## src/rtl/encap_pio_master_pkg.sv

```systemverilog
// Shared definitions for the encap PIO initiator: FSM state encoding and default sizing.
package encap_pio_master_pkg;

    localparam int PIOM_DEF_NBITS         = 32;
    localparam int PIOM_DEF_CLK_DIV_RATIO = 4;
    localparam int PIOM_DEF_TIMEOUT_TICKS = 256;

    typedef enum logic [2:0] {
        PIOM_IDLE     = 3'd0,
        PIOM_ISSUE    = 3'd1,
        PIOM_WAIT_ACK = 3'd2,
        PIOM_RESP     = 3'd3,
        PIOM_WAIT_REL = 3'd4
    } piom_state_e;

endpackage

```

## src/rtl/encap_pio_master_clk_div.sv

```systemverilog
// Free-running divider that produces a one-clk sampling strobe every CLK_DIV_RATIO clks.
module pio_clk_div_gen #(
    parameter int CLK_DIV_RATIO = 4
) (
    input  logic i_clk,
    input  logic i_rst,
    output logic o_clk_div
);
    localparam int CW = (CLK_DIV_RATIO > 1) ? $clog2(CLK_DIV_RATIO) : 1;
    localparam logic [CW-1:0] LAST = CW'(CLK_DIV_RATIO - 1);

    logic [CW-1:0] r_count;

    always_ff @(posedge i_clk) begin
        if (i_rst) begin
            r_count <= '0;
        end else if (r_count == LAST) begin
            r_count <= '0;
        end else begin
            r_count <= r_count + CW'(1);
        end
    end

    assign o_clk_div = (r_count == LAST);

endmodule

```

## src/rtl/encap_pio_master.sv

```systemverilog
// PIO initiator: issues one host read/write on the reg_* bus, waits for pio_ack with a
// clk_div-based timeout, returns a one-cycle response, then waits for ack release.
module encap_pio_master
    import encap_pio_master_pkg::*;
#(
    parameter int PIO_NBITS     = PIOM_DEF_NBITS,
    parameter int CLK_DIV_RATIO = PIOM_DEF_CLK_DIV_RATIO,
    parameter int TIMEOUT_TICKS = PIOM_DEF_TIMEOUT_TICKS
) (
    input  logic                 clk,
    input  logic                 rst,
    input  logic                 host_req,
    input  logic                 host_wr,
    input  logic [PIO_NBITS-1:0] host_addr,
    input  logic [PIO_NBITS-1:0] host_wdata,
    output logic                 host_ready,
    output logic                 host_resp_valid,
    output logic [PIO_NBITS-1:0] host_rdata,
    output logic                 host_resp_timeout,
    output logic                 host_resp_unmapped,
    output logic                 ack_stuck,
    output logic                 clk_div,
    output logic                 reg_bs,
    output logic                 reg_rd,
    output logic                 reg_wr,
    output logic [PIO_NBITS-1:0] reg_addr,
    output logic [PIO_NBITS-1:0] reg_din,
    input  logic                 pio_ack,
    input  logic                 pio_rvalid,
    input  logic [PIO_NBITS-1:0] pio_rdata
);
    localparam int TW = $clog2(TIMEOUT_TICKS + 1);
    localparam logic [TW-1:0] TICK_LAST = TW'(TIMEOUT_TICKS - 1);
    localparam logic [TW-1:0] TICK_MAX  = TW'(TIMEOUT_TICKS);

    piom_state_e          r_state, w_nextState;
    logic                 r_wr;
    logic [PIO_NBITS-1:0] r_addr, r_din, r_rdata;
    logic                 r_timeout, r_unmapped, r_stuck;
    logic [TW-1:0]        r_tick;

    logic w_clkDiv, w_lastTick;
    logic w_latch, w_tickClr, w_tickInc, w_ackDone, w_toDone, w_setStuck;

    pio_clk_div_gen #(
        .CLK_DIV_RATIO(CLK_DIV_RATIO)
    ) u_clk_div (
        .i_clk    (clk),
        .i_rst    (rst),
        .o_clk_div(w_clkDiv)
    );

    // The final tick is the clk_div pulse that would carry the counter to TIMEOUT_TICKS.
    assign w_lastTick = w_clkDiv && (r_tick == TICK_LAST);

    always_ff @(posedge clk) begin
        if (rst) begin
            r_state <= PIOM_IDLE;
        end else begin
            r_state <= w_nextState;
        end
    end

    always_comb begin
        w_nextState     = r_state;
        host_ready      = 1'b0;
        host_resp_valid = 1'b0;
        reg_bs          = 1'b0;
        reg_rd          = 1'b0;
        reg_wr          = 1'b0;
        w_latch         = 1'b0;
        w_tickClr       = 1'b0;
        w_tickInc       = 1'b0;
        w_ackDone       = 1'b0;
        w_toDone        = 1'b0;
        w_setStuck      = 1'b0;
        unique case (r_state)
            PIOM_IDLE: begin
                host_ready = ~rst;
                if (host_req) begin
                    w_latch     = 1'b1;
                    w_nextState = PIOM_ISSUE;
                end
            end
            PIOM_ISSUE: begin
                reg_bs      = 1'b1;
                reg_rd      = ~r_wr;
                reg_wr      = r_wr;
                w_tickClr   = 1'b1;
                w_nextState = PIOM_WAIT_ACK;
            end
            PIOM_WAIT_ACK: begin
                reg_bs    = 1'b1;
                w_tickInc = w_clkDiv;
                // Ack is checked first so it wins over a coincident final tick.
                if (pio_ack) begin
                    w_ackDone   = 1'b1;
                    w_nextState = PIOM_RESP;
                end else if (w_lastTick) begin
                    w_toDone    = 1'b1;
                    w_nextState = PIOM_RESP;
                end
            end
            PIOM_RESP: begin
                host_resp_valid = 1'b1;
                if (r_timeout) begin
                    w_nextState = PIOM_IDLE;
                end else begin
                    w_tickClr   = 1'b1;
                    w_nextState = PIOM_WAIT_REL;
                end
            end
            PIOM_WAIT_REL: begin
                w_tickInc = w_clkDiv;
                if (!pio_ack) begin
                    w_nextState = PIOM_IDLE;
                end else if (w_lastTick) begin
                    w_setStuck  = 1'b1;
                    w_nextState = PIOM_IDLE;
                end
            end
            default: w_nextState = PIOM_IDLE;
        endcase
    end

    always_ff @(posedge clk) begin
        if (rst) begin
            r_wr       <= 1'b0;
            r_addr     <= '0;
            r_din      <= '0;
            r_rdata    <= '0;
            r_timeout  <= 1'b0;
            r_unmapped <= 1'b0;
            r_stuck    <= 1'b0;
            r_tick     <= '0;
        end else begin
            if (w_latch) begin
                r_wr   <= host_wr;
                r_addr <= host_addr;
                r_din  <= host_wdata;
            end
            if (w_tickClr) begin
                r_tick <= '0;
            end else if (w_tickInc && (r_tick != TICK_MAX)) begin
                r_tick <= r_tick + TW'(1);
            end
            // Write completions and misses return zero data so stale bus values never leak.
            if (w_ackDone) begin
                r_rdata    <= (pio_rvalid && !r_wr) ? pio_rdata : '0;
                r_timeout  <= 1'b0;
                r_unmapped <= ~pio_rvalid;
            end else if (w_toDone) begin
                r_rdata    <= '0;
                r_timeout  <= 1'b1;
                r_unmapped <= 1'b0;
            end
            if (w_setStuck) begin
                r_stuck <= 1'b1;
            end
        end
    end

    assign host_rdata         = r_rdata;
    assign host_resp_timeout  = r_timeout;
    assign host_resp_unmapped = r_unmapped;
    assign ack_stuck          = r_stuck;
    assign clk_div            = w_clkDiv;
    assign reg_addr           = r_addr;
    assign reg_din            = r_din;

endmodule

```

## config.mk

```make
export PLATFORM = sky130hd
export DESIGN_NAME = encap_pio_master
export DESIGN_NICKNAME = d
export VERILOG_FILES = /design/src/rtl/encap_pio_master_pkg.sv /design/src/rtl/encap_pio_master_clk_div.sv /design/src/rtl/encap_pio_master.sv
export SDC_FILE = /design/constraint.sdc
export NUM_CORES = 1
export LEC_CHECK = 0
export ABC_AREA = 1
export ABC_CLOCK_PERIOD_IN_PS = 1560
export BUFFER_PORTS_ARGS = -buffer_cell sky130_fd_sc_hd__buf_2
export CAP_MARGIN = 20
export CORE_MARGIN = 2
export CORE_UTILIZATION = 34
export CTS_BUF_LIST = sky130_fd_sc_hd__clkbuf_8
export DETAILED_ROUTE_END_ITERATION = 6
export GPL_TIMING_DRIVEN = 0
export PLACE_DENSITY = 0.62
export REMOVE_ABC_BUFFERS = 1
export SLEW_MARGIN = 20
export SYNTH_ARGS = -nofsm -noshare
export SYNTH_HDL_FRONTEND = slang
export SYNTH_SLANG_ARGS = --single-unit
```

## constraint.sdc

```tcl
create_clock -name clk -period 1.56 [get_ports clk]
set_input_delay 0.078 -clock clk [delete_from_list [all_inputs] [get_ports clk]]
set_output_delay 0.078 -clock clk [all_outputs]
set_load 0.1 [all_outputs]
```

==> flow_summary_export.csv, run 1 <==
group,metric,value,unit
run_status,run_status,"finished with violations",
run_status,violations,"setup timing",
power_and_ir_drop,cellLeakagePower,0.003433,uW
routing,wl_per_cell,13.66,um
setup_path,r2r-start,"r_tick[3]",
routing,wl_met2,7277,um
synthesis,mappedNetlistArea,4378,um2
grt,overflow,0,
routing,vias_per_cell,4.599,
placed_design,port_buffers,206,
flow_run,drv_cap,0,
hold_path,hold_class,"in -> reg",
setup_path,required,1.84,ns
layout,final_layout_size_suffix_gt1_frac,0.3645,
synthesis,avgSynthCellArea,7.776,um2
sta,rsz0062_at_grt,"true",
routing,wl_met1,5875,um
sta,fin_skew,0.009118,ns
floorplan,initial_core_util,0.3469,
grt,grt_max_degree,67,
synthesis,async_flop_share,0,
synthesis,seq_area_frac_synth,0.5213,
floorplan,die_w,117.5,um
grt,grt_pass1_vias,4936,
setup_path,cp-startpoint,"r_tick[3]",
setup_path,endpoint_kind,"flop",
sta,period_share,1.116,
sta,clock.fmax,574.4,MHz
synthesis,ys_types,27,
grt,grt_pass1_wl,23620,um
floorplan,die_h,117.5,um
sta,finalHoldViolCount,0,
routing,wl_met3,1129,um
routing,drt_iter0_drc,206,
hold_path,worstHoldStart,"pio_ack",
layout,regArea,2306,um2
setup_path,crit_fanout,8,
sta,relSlewSlack,0.4534,
routing,dr.pass1.iters,5,
layout,nets,992,
setup_path,crit_path_start_kind,"flop",
sta,period_minus_slack,1.741,ns
synthesis,synth_seq_cells,114,
layout,fin_cells,1069,
synthesis,ys.flop_type,"dfxtp_1",
cts,path_clk_slew,0.06,ns
grt,antenna_found_initial,0,
placed_design,place.gp.congestion,0.7768,
routing,wl,14600,um
power_and_ir_drop,total_power,9640,uW
setup_path,crit_arrival,2.02,ns
power_and_ir_drop,max-vdd-ir-drop,0.9643,mV
power_and_ir_drop,powerDensity,1291,nW/um2
layout,insertedDiodeCount,0,
floorplan,rows,41,
synthesis,synth-edff-count,0,
sta,setup_viol,37,
sta,slew_viol_final,0,
floorplan,fp.coreArea,12620,um2
layout,fillCellCount,1050,
cts,root_buffer,"clkbuf_8",
layout,multiInputGateArea,1858,um2
cts,cts_buffers,17,
synthesis,synthCells,563,
synthesis,yosysWarnings,0,
routing,ant_nets,0,
cts,htree_levels,4,
layout,syn2layout_area_growth,70.53,%
grt,grt_usage,0.2122,
placed_design,hpwlAfterDp,7921,um
floorplan,die_area,13800,um2
routing,highest_layer,"met4",
routing,drc,0,
cts,worstSkewPairLatency,0.43,ns
cts,cts_tree,"yes",
setup_path,worstSetupPathType,"reg -> reg",
cts,clock-sinks,114,
floorplan,io_pins,207,
placed_design,placedCellCount,909,
cts,cts_buffer_depth,2,
routing,vias,4916,
sta,tightestPinTransition,0.8199,ns
sta,setup_ws,-0.1809,ns
[repair_timing]
item | CTS | global route
hold endpoints to repair | 98 | 0
hold buffers | 98 | 0
endpoints found under the setup margin | 108 | 85
cloned | 5 | 1
buffers inserted | 15 | 11
pin swaps | 22 | 11
gates resized for setup | 62 | 41
[sequential cells by signal (all words and copies together), names as in the netlist]
name / cells
host_resp_timeout: 1
reg_din: 32
r_tick: 9
u_clk_div.r_count: 2
r_wr: 1
host_rdata: 32
r_state: 3
reg_addr: 32
host_resp_unmapped: 1
ack_stuck: 1
[where the power goes]
group,leakage (uW),internal [uW],switching [uW],total (uW)
registers,0.000940,3190,154,3350
clock network,0.000207,1490,1120,2610
logic,0.00229,832,2850,3680
[routing by layer]
metal	up-vias	track usage
met5	-	0
met4	0	0.08660
met3	28	0.07364
met2	201	0.3750
met1	2241	0.2320
li1	2446	-
[critical path: stages (launching register included)]
cell and delay [ns]:
dfxtp_4 0.37, nand3_4 0.09, nor4_4 0.28, ha_2 0.23
nand2_2 0.08, inv_4 0.10, buf_12 0.10, o21ai_4 0.05
buf_6 0.16, nand2_1 0.05, a21oi_1 0.06
[area by class of cell]
cell class | count | share of cell area
repair buffers | 332 | 0.3161
flip-flops and latches | 114 | 0.3089
multi-input cells | 329 | 0.2489
inverters | 92 | 0.04760
clock buffers | 20 | 0.03687
well taps | 172 | 0.02883
clock inverters | 10 | 0.01290
[path summary, 6_finish.rpt]
path                          to  slack [ns]  cells after the start
setup reg to reg  host_rdata[11]       -0.18                     10
hold reg to reg      reg_din[21]        0.44                      2
setup / recovery  host_rdata[11]       -0.18                     10
hold / removal        r_state[2]        0.03                      3
[metrics by stage]
| stage | worst slack, ns | cell area, um2 | utilization | TNS (ns) | hold slack [ns] |
|---|---|---|---|---|---|
| detailed placement | -0.6579 | 5473 | 0.4337 | -37.10 | 0.3339 |
| finish | -0.1809 | 7466 | 0.5916 | -4.986 | 0.02838 |
| CTS | -0.2273 | 7249 | 0.5745 | -7.737 | 0.006357 |
| floorplan | -1.099 | 4199 | - | -75.59 | 0.1471 |
| global route | -0.2750 | 7466 | 0.5916 | -9.003 | 0.01389 |
| global placement | -1.595 | 5445 | 0.4315 | -112.36 | 0.3283 |
[placed cells by master, fill, tap and decap left out, types with 2 or more instances in the layout]
cell,instances
buf_2,200
dfxtp_1,105
a21oi_1,100
dlygate4sd3_1,98
inv_1,92
nand2_1,67
o21ai_0,67
nand2_2,24
clkbuf_8,20
nor2_1,19
buf_4,19
nand3_1,9
buf_6,8
nand2_4,7
buf_12,6
nand3_4,5
nor3_1,5
dfxtp_4,5
dfxtp_2,4
a21oi_2,3
nand4_1,3
nor2_4,2
inv_4,2
inv_2,2
nor3_4,2
o21ai_4,2
nand3_2,2
ha_2,2
bufinv_16,2
clkinv_2,2
[Yosys cell counts (2+ instances only)]
| library cell | n | area, um2 |
|---|---|---|
| nand3_1 | 12 | 60.06 |
| nand2_4 | 2 | 22.52 |
| buf_6 | 3 | 33.78 |
| nand4_1 | 3 | 18.77 |
| buf_2 | 11 | 55.05 |
| clkbuf_1 | 14 | 52.55 |
| o21ai_0 | 67 | 335.3 |
| buf_4 | 5 | 37.54 |
| nor3_1 | 5 | 25.02 |
| inv_1 | 90 | 337.8 |
| a21oi_1 | 103 | 515.5 |
| nand2_1 | 96 | 360.4 |
| inv_2 | 2 | 7.510 |
| ha_1 | 4 | 50.05 |
| dfxtp_1 | 114 | 2282 |
| nor2_1 | 21 | 78.83 |
[cells by family (layout without fill, tap and decap cells)]
group / Yosys count / count (layout) / synth area share
xor+xnor: 1 / 1 / 0.002001
compound gates: 174 / 175 / 0.2029
buf+inv: 125 / 454 / 0.1197
fa+ha+maj: 4 / 4 / 0.01143
flops: 114 / 114 / 0.5213
simple gates: 145 / 149 / 0.1426
Power figures use the tool's default switching activity.
==> inputs of run 2 (changes only) <==
--- a/config.mk
+++ b/config.mk
@@ -10,11 +10,11 @@
 export BUFFER_PORTS_ARGS = -buffer_cell sky130_fd_sc_hd__buf_2
 export CAP_MARGIN = 20
 export CORE_MARGIN = 2
-export CORE_UTILIZATION = 34
+export CORE_UTILIZATION = 43
 export CTS_BUF_LIST = sky130_fd_sc_hd__clkbuf_8
 export DETAILED_ROUTE_END_ITERATION = 6
 export GPL_TIMING_DRIVEN = 0
-export PLACE_DENSITY = 0.62
+export PLACE_DENSITY = 0.76
 export REMOVE_ABC_BUFFERS = 1
 export SLEW_MARGIN = 20
 export SYNTH_ARGS = -nofsm -noshare
==> flow_summary_export.csv, run 2 (synthesis results as in run 1) <==
group,metric,value,unit
routing,wl,15660,um
floorplan,initial_core_util,0.4458,
power_and_ir_drop,p_int,5446,uW
layout,insertedDiodeCount,0,
sta,clock.fmax,602.7,MHz
routing,ant_nets,0,
floorplan,die_h,104.9,um
setup_path,rrSetupSlack,-0.1,ns
setup_path,critPathCapture,"host_rdata[31]",
routing,drc,0,
sta,finalHoldViolCount,0,
power_and_ir_drop,switchingPower,4182,uW
setup_path,crit_cells,9,
setup_path,cp_num_buf_inv,1,
power_and_ir_drop,p_clk_frac,0.271,
placed_design,place_area,5424,um2
layout,stdcell_area,7227,um2
sta,fin_skew,0.006480,ns
placed_design,port_buffers,206,
setup_path,critPathSlowestCell,"dfxtp_4",
setup_path,cp-startpoint,"r_tick[1]",
cts,cts_buffer_depth,2,
setup_path,path_delay_family,"compound AO/OA/AOI/OAI gates",
cts,path_clk_slew,0.06,ns
sta,relSlewSlack,0.6359,
cts,cts_buffers,17,
hold_path,hold_class,"in -> reg",
setup_path,required,1.90,ns
power_and_ir_drop,power_frac_seq,0.349,
floorplan,die_w,104.9,um
layout,syn2layout_area_growth,65.08,%
placed_design,place.gp.congestion,0.8516,
setup_path,crit_arrival,2.00,ns
setup_path,crit_path_start_kind,"flop",
layout,nets,980,
power_and_ir_drop,powerDensity,1332,nW/um2
setup_path,r2r-start,"r_tick[1]",
sta,setup_ws,-0.09933,ns
routing,drt_iter0_drc,277,
sta,setup_viol,31,
routing,vias_per_cell,4.970,
grt,grt_pass1_vias,5066,
floorplan,die_area,11000,um2
setup_path,cpPeakStageDelay,0.36,ns
floorplan,fp.coreArea,9819,um2
placed_design,placedCellCount,870,
floorplan,io_pins,207,
power_and_ir_drop,total_power,9628,uW
power_and_ir_drop,p_comb_frac,0.380,
cts,root_buffer,"clkbuf_8",
run_status,run_status,"finished with violations",
grt,grt_usage,0.2802,
layout,fin_cells,1018,
setup_path,worstReg2RegEnd,"host_rdata[31]",
grt,grt_pass1_wl,24330,um
power_and_ir_drop,cellLeakagePower,0.003339,uW
cts,worstSkewPairLatency,0.42,ns
setup_path,crit_fanout,8,
grt,grt_max_degree,67,
flow_run,drv_cap,0,
layout,layout_common_cells,"buf_2 (199), dfxtp_1 (105), a21oi_1 (98), dlygate4sd3_1 (98), nand2_1 (93)",
floorplan,rows,36,
setup_path,crit_chain,"ha_4, nand2_4, nor4_4, ha_2, nand2_4, inv_8, o21ai_4, nand2_1, a21oi_2",
layout,fin_util,0.7360,
grt,overflow,0,
sta,period_share,1.064,
grt,antenna_found_initial,0,
power_and_ir_drop,max-vdd-ir-drop,1.209,mV
layout,layout_commonest_cell,"buf_2",
sta,slew_viol_final,0,
sta,fin_tns_setup,-1.042,ns
sta,rsz0062_at_grt,"true",
setup_path,worstSetupPathType,"reg -> reg",
routing,dr.pass1.iters,5,
layout,final_layout_size_suffix_gt1_frac,0.3356,
sta,period_minus_slack,1.659,ns
cts,cts_tree,"yes",
cts,clock-sinks,114,
setup_path,endpoint_kind,"flop",
sta,tightestPinTransition,0.5462,ns
setup_path,crit_top_cell,"nand2_4",
placed_design,hpwlAfterDp,7764,um
setup_path,r2r_cells,9,
routing,wl_per_cell,15.39,um
power_and_ir_drop,swShare,0.4344,
routing,vias,5059,
run_status,violations,"setup timing",
cts,htree_levels,4,
-- run 2: repair_timing --
action                                  in CTS  in global routing
cloned                                       6                  1
hold buffers                                98                  0
resized for setup                           91                 16
buffers inserted                             6                  7
pin swaps                                   16                 15
endpoints found under the setup margin     109                 93
hold endpoints to repair                    98                  0
-- run 2: through the flow --
| stage | hold slack, ns | worst slack [ns] |
|---|---|---|
| 2_1_floorplan | 0.1471 | -1.099 |
| 3_3_place_gp | 0.3282 | -1.456 |
| 3_5_place_dp | 0.3331 | -0.5835 |
| 4_1_cts | 0.07287 | -0.07330 |
| 5_1_grt | 0.09704 | -0.1498 |
| 6_report | 0.1067 | -0.09933 |
-- run 2: routing by layer --
metal  global-route usage  up-vias  wire length, um
li1                     -     2436                -
met1               0.2867     2321             5761
met2               0.5079      255             8113
met3              0.08359       47             1207
met4               0.1533        0              579
met5                    0        -                0
-- run 2: layout make-up --
cell class / count / area, um2
Inverter: 92 / 361.6
Clock buffer: 23 / 316.6
Multi-Input combinational cell: 331 / 1824
Tap cell: 133 / 166.4
Sequential cell: 114 / 2301
Fill cell: 701 / 2592
Clock inverter: 7 / 57.56
Timing Repair Buffer: 318 / 2200
-- run 2: worst min-delay path by stage --
stage                     cells past startpoint  slack [ns]           from             end
after global routing                          3         0.1        pio_ack      r_state[2]
after detailed placement                      3        0.33  pio_rdata[30]  host_rdata[30]
final                                         3        0.11        pio_ack      r_state[2]
after global placement                        3        0.33  pio_rdata[15]  host_rdata[15]
after floorplan                               1        0.15            rst   host_rdata[0]
after CTS                                     3        0.07        pio_ack      r_state[2]
-- run 2: worst register-to-register path, cell delays in order (launching register included) --
cell	delay, ns
dfxtp_4	0.36
ha_4	0.17
nand2_4	0.08
nor4_4	0.04
ha_2	0.20
nand2_4	0.10
inv_8	0.06
o21ai_4	0.30
nand2_1	0.13
a21oi_2	0.15
-- run 2: power groups by stage --
stage | registers (uW) | logic [uW] | clock network [uW]
2_1_floorplan | 5250 | 698 | 0
3_3_place_gp | 3380 | 3100 | 0
3_5_place_dp | 3400 | 3150 | 0
4_1_cts | 3350 | 3540 | 2620
5_1_grt | 3390 | 3810 | 2770
6_report | 3360 | 3660 | 2610
==> inputs of run 3 (changes only) <==
--- a/config.mk
+++ b/config.mk
@@ -6,7 +6,7 @@
 export NUM_CORES = 1
 export LEC_CHECK = 0
 export ABC_AREA = 1
-export ABC_CLOCK_PERIOD_IN_PS = 1560
+export ABC_CLOCK_PERIOD_IN_PS = 1400
 export BUFFER_PORTS_ARGS = -buffer_cell sky130_fd_sc_hd__buf_2
 export CAP_MARGIN = 20
 export CORE_MARGIN = 2
==> constraint.sdc (replaced) <==
create_clock -name clk -period 1.4 [get_ports clk]
set_input_delay 0.07 -clock clk [delete_from_list [all_inputs] [get_ports clk]]
set_output_delay 0.07 -clock clk [all_outputs]
set_load 0.1 [all_outputs]
==> flow_summary_export.csv, run 3 (synthesis results as in run 1) <==
group,metric,value,unit
setup_path,crit_path_start_kind,"flop",
layout,nets,1005,
sta,relSlewSlack,0.4821,
setup_path,required,1.70,ns
floorplan,die_area,11000,um2
floorplan,initial_core_util,0.4458,
grt,antenna_found_initial,1,
hold_path,hold_class,"in -> reg",
grt,grt_pass1_wl,24740,um
floorplan,fp.coreArea,9819,um2
routing,wl,19300,um
routing,ant_nets,0,
flow_run,drv_cap,0,
cts,htree_levels,4,
power_and_ir_drop,max-vdd-ir-drop,1.148,mV
cts,root_buffer,"clkbuf_8",
routing,wl_per_cell,18.48,um
sta,fin_skew,0.008189,ns
placed_design,place_area,5424,um2
cts,path_clk_slew,0.07,ns
layout,layout_commonest_cell,"buf_2",
grt,grt_usage,0.2842,
sta,slew_viol_final,0,
grt,overflow,0,
layout,final_layout_size_suffix_gt1_frac,0.4220,
setup_path,r2r-start,"r_tick[1]",
placed_design,placedCellCount,870,
routing,vias,5576,
cts,clock-sinks,114,
routing,drc,0,
layout,fin_cells,1044,
cts,cts_tree,"yes",
hold_path,min_path_cells,3,
placed_design,hpwlAfterDp,7764,um
hold_path,worstHoldStart,"pio_ack",
grt,grt_pass1_vias,5141,
setup_path,endpoint_kind,"flop",
floorplan,io_pins,207,
setup_path,crit_arrival,1.93,ns
setup_path,worstReg2RegEnd,"host_rdata[29]",
setup_path,worstSetupPathType,"reg -> reg",
layout,stdcell_area,7895,um2
sta,rsz0062_at_grt,"true",
placed_design,place.gp.congestion,0.8516,
layout,syn2layout_area_growth,80.34,%
routing,vias_per_cell,5.341,
routing,drt_iter0_drc,402,
sta,finalHoldViolCount,0,
grt,grt_max_degree,67,
cts,cts_buffer_depth,2,
layout,layout_common_cells,"buf_2 (199), dfxtp_1 (105), dlygate4sd3_1 (98)",
sta,setup_viol,86,
sta,clock.fmax,613.6,MHz
cts,cts_buffers,17,
setup_path,rrSetupSlack,-0.23,ns
floorplan,die_h,104.9,um
sta,tightestPinTransition,0.7768,ns
routing,dr.pass1.iters,7,
setup_path,crit_fanout,8,
hold_path,whs_endpoint,"r_state[2]",
sta,setup_ws,-0.2296,ns
placed_design,port_buffers,206,
floorplan,die_w,104.9,um
power_and_ir_drop,cellLeakagePower,0.003578,uW
run_status,run_status,"finished with violations",
floorplan,rows,36,
run_status,violations,"setup timing",
placed_design,dp_slack,-0.7435,ns
sta,period_minus_slack,1.630,ns
sta,period_share,1.164,
power_and_ir_drop,powerDensity,1455,nW/um2
sta,timing.hold.ws,0.1002,ns
cts,worstSkewPairLatency,0.44,ns
setup_path,r2r_cells,10,
==> run 3: how the worst max path moves through the flow <==
stage,end,slack [ns],depth (start not counted),start
2_1_floorplan,host_ready,-1.25,3,r_state[2]
3_3_place_gp,reg_addr[10],-1.62,4,r_state[2]
3_5_place_dp,host_rdata[8],-0.74,9,r_tick[0]
4_1_cts,host_ready,-0.20,4,r_state[0]
5_1_grt,host_rdata[29],-0.29,10,r_tick[1]
6_report,host_rdata[29],-0.23,10,r_tick[1]
==> run 3: final cells by class <==
| type | count | area, um2 |
|---|---|---|
| antenna | 1 | 2.502 |
| clock buffer | 23 | 316.6 |
| clock inverter | 7 | 57.56 |
| fill | 559 | 1924 |
| inverter | 92 | 371.6 |
| multi-input combinational | 337 | 2188 |
| sequential | 114 | 2306 |
| tap | 133 | 166.4 |
| timing repair buffer | 337 | 2486 |
==> run 3: what timing repair did <==
item,in CTS,in global routing
setup buffers,11,18
resized for setup,92,132
endpoints found under the hold margin,98,0
hold buffers,98,0
pin swaps,21,36
endpoints found under the setup margin,115,116
cloned,7,12
==> run 3: critical path: stages, from the launching register on <==
cell      delay (ns)
dfxtp_4         0.37
ha_4            0.15
nand2_4         0.06
nor4_4          0.14
ha_2            0.24
nand2_4         0.08
clkinv_8        0.08
o21ai_4         0.07
buf_12          0.16
nand2_1         0.07
a21oi_2         0.06
==> run 3: routing by layer <==
layer / up-vias / routed length, um / track usage
met5: - / 0 / 0
met4: 0 / 1039 / 0.1486
met3: 101 / 1701 / 0.08671
met2: 401 / 9764 / 0.5209
met1: 2572 / 6794 / 0.2874
li1: 2502 / - / -
==> run 3: where the power goes <==
| part | switching (uW) | internal, uW | leakage (uW) |
|---|---|---|---|
| sequential | 221 | 3560 | 0.000940 |
| combinational | 3590 | 1170 | 0.00243 |
| clock | 1310 | 1640 | 0.000206 |
| total | 5120 | 6370 | 0.00358 |
==> run 3: stage by stage <==
stage	total power (uW)	TNS (ns)	utilization
2_1_floorplan	6631	-94.14	-
3_3_place_gp	7226	-125.11	0.5496
3_5_place_dp	7293	-51.57	0.5524
4_1_cts	10670	-11.43	0.7299
5_1_grt	11810	-16.32	0.8038
6_report	11490	-10.55	0.8040
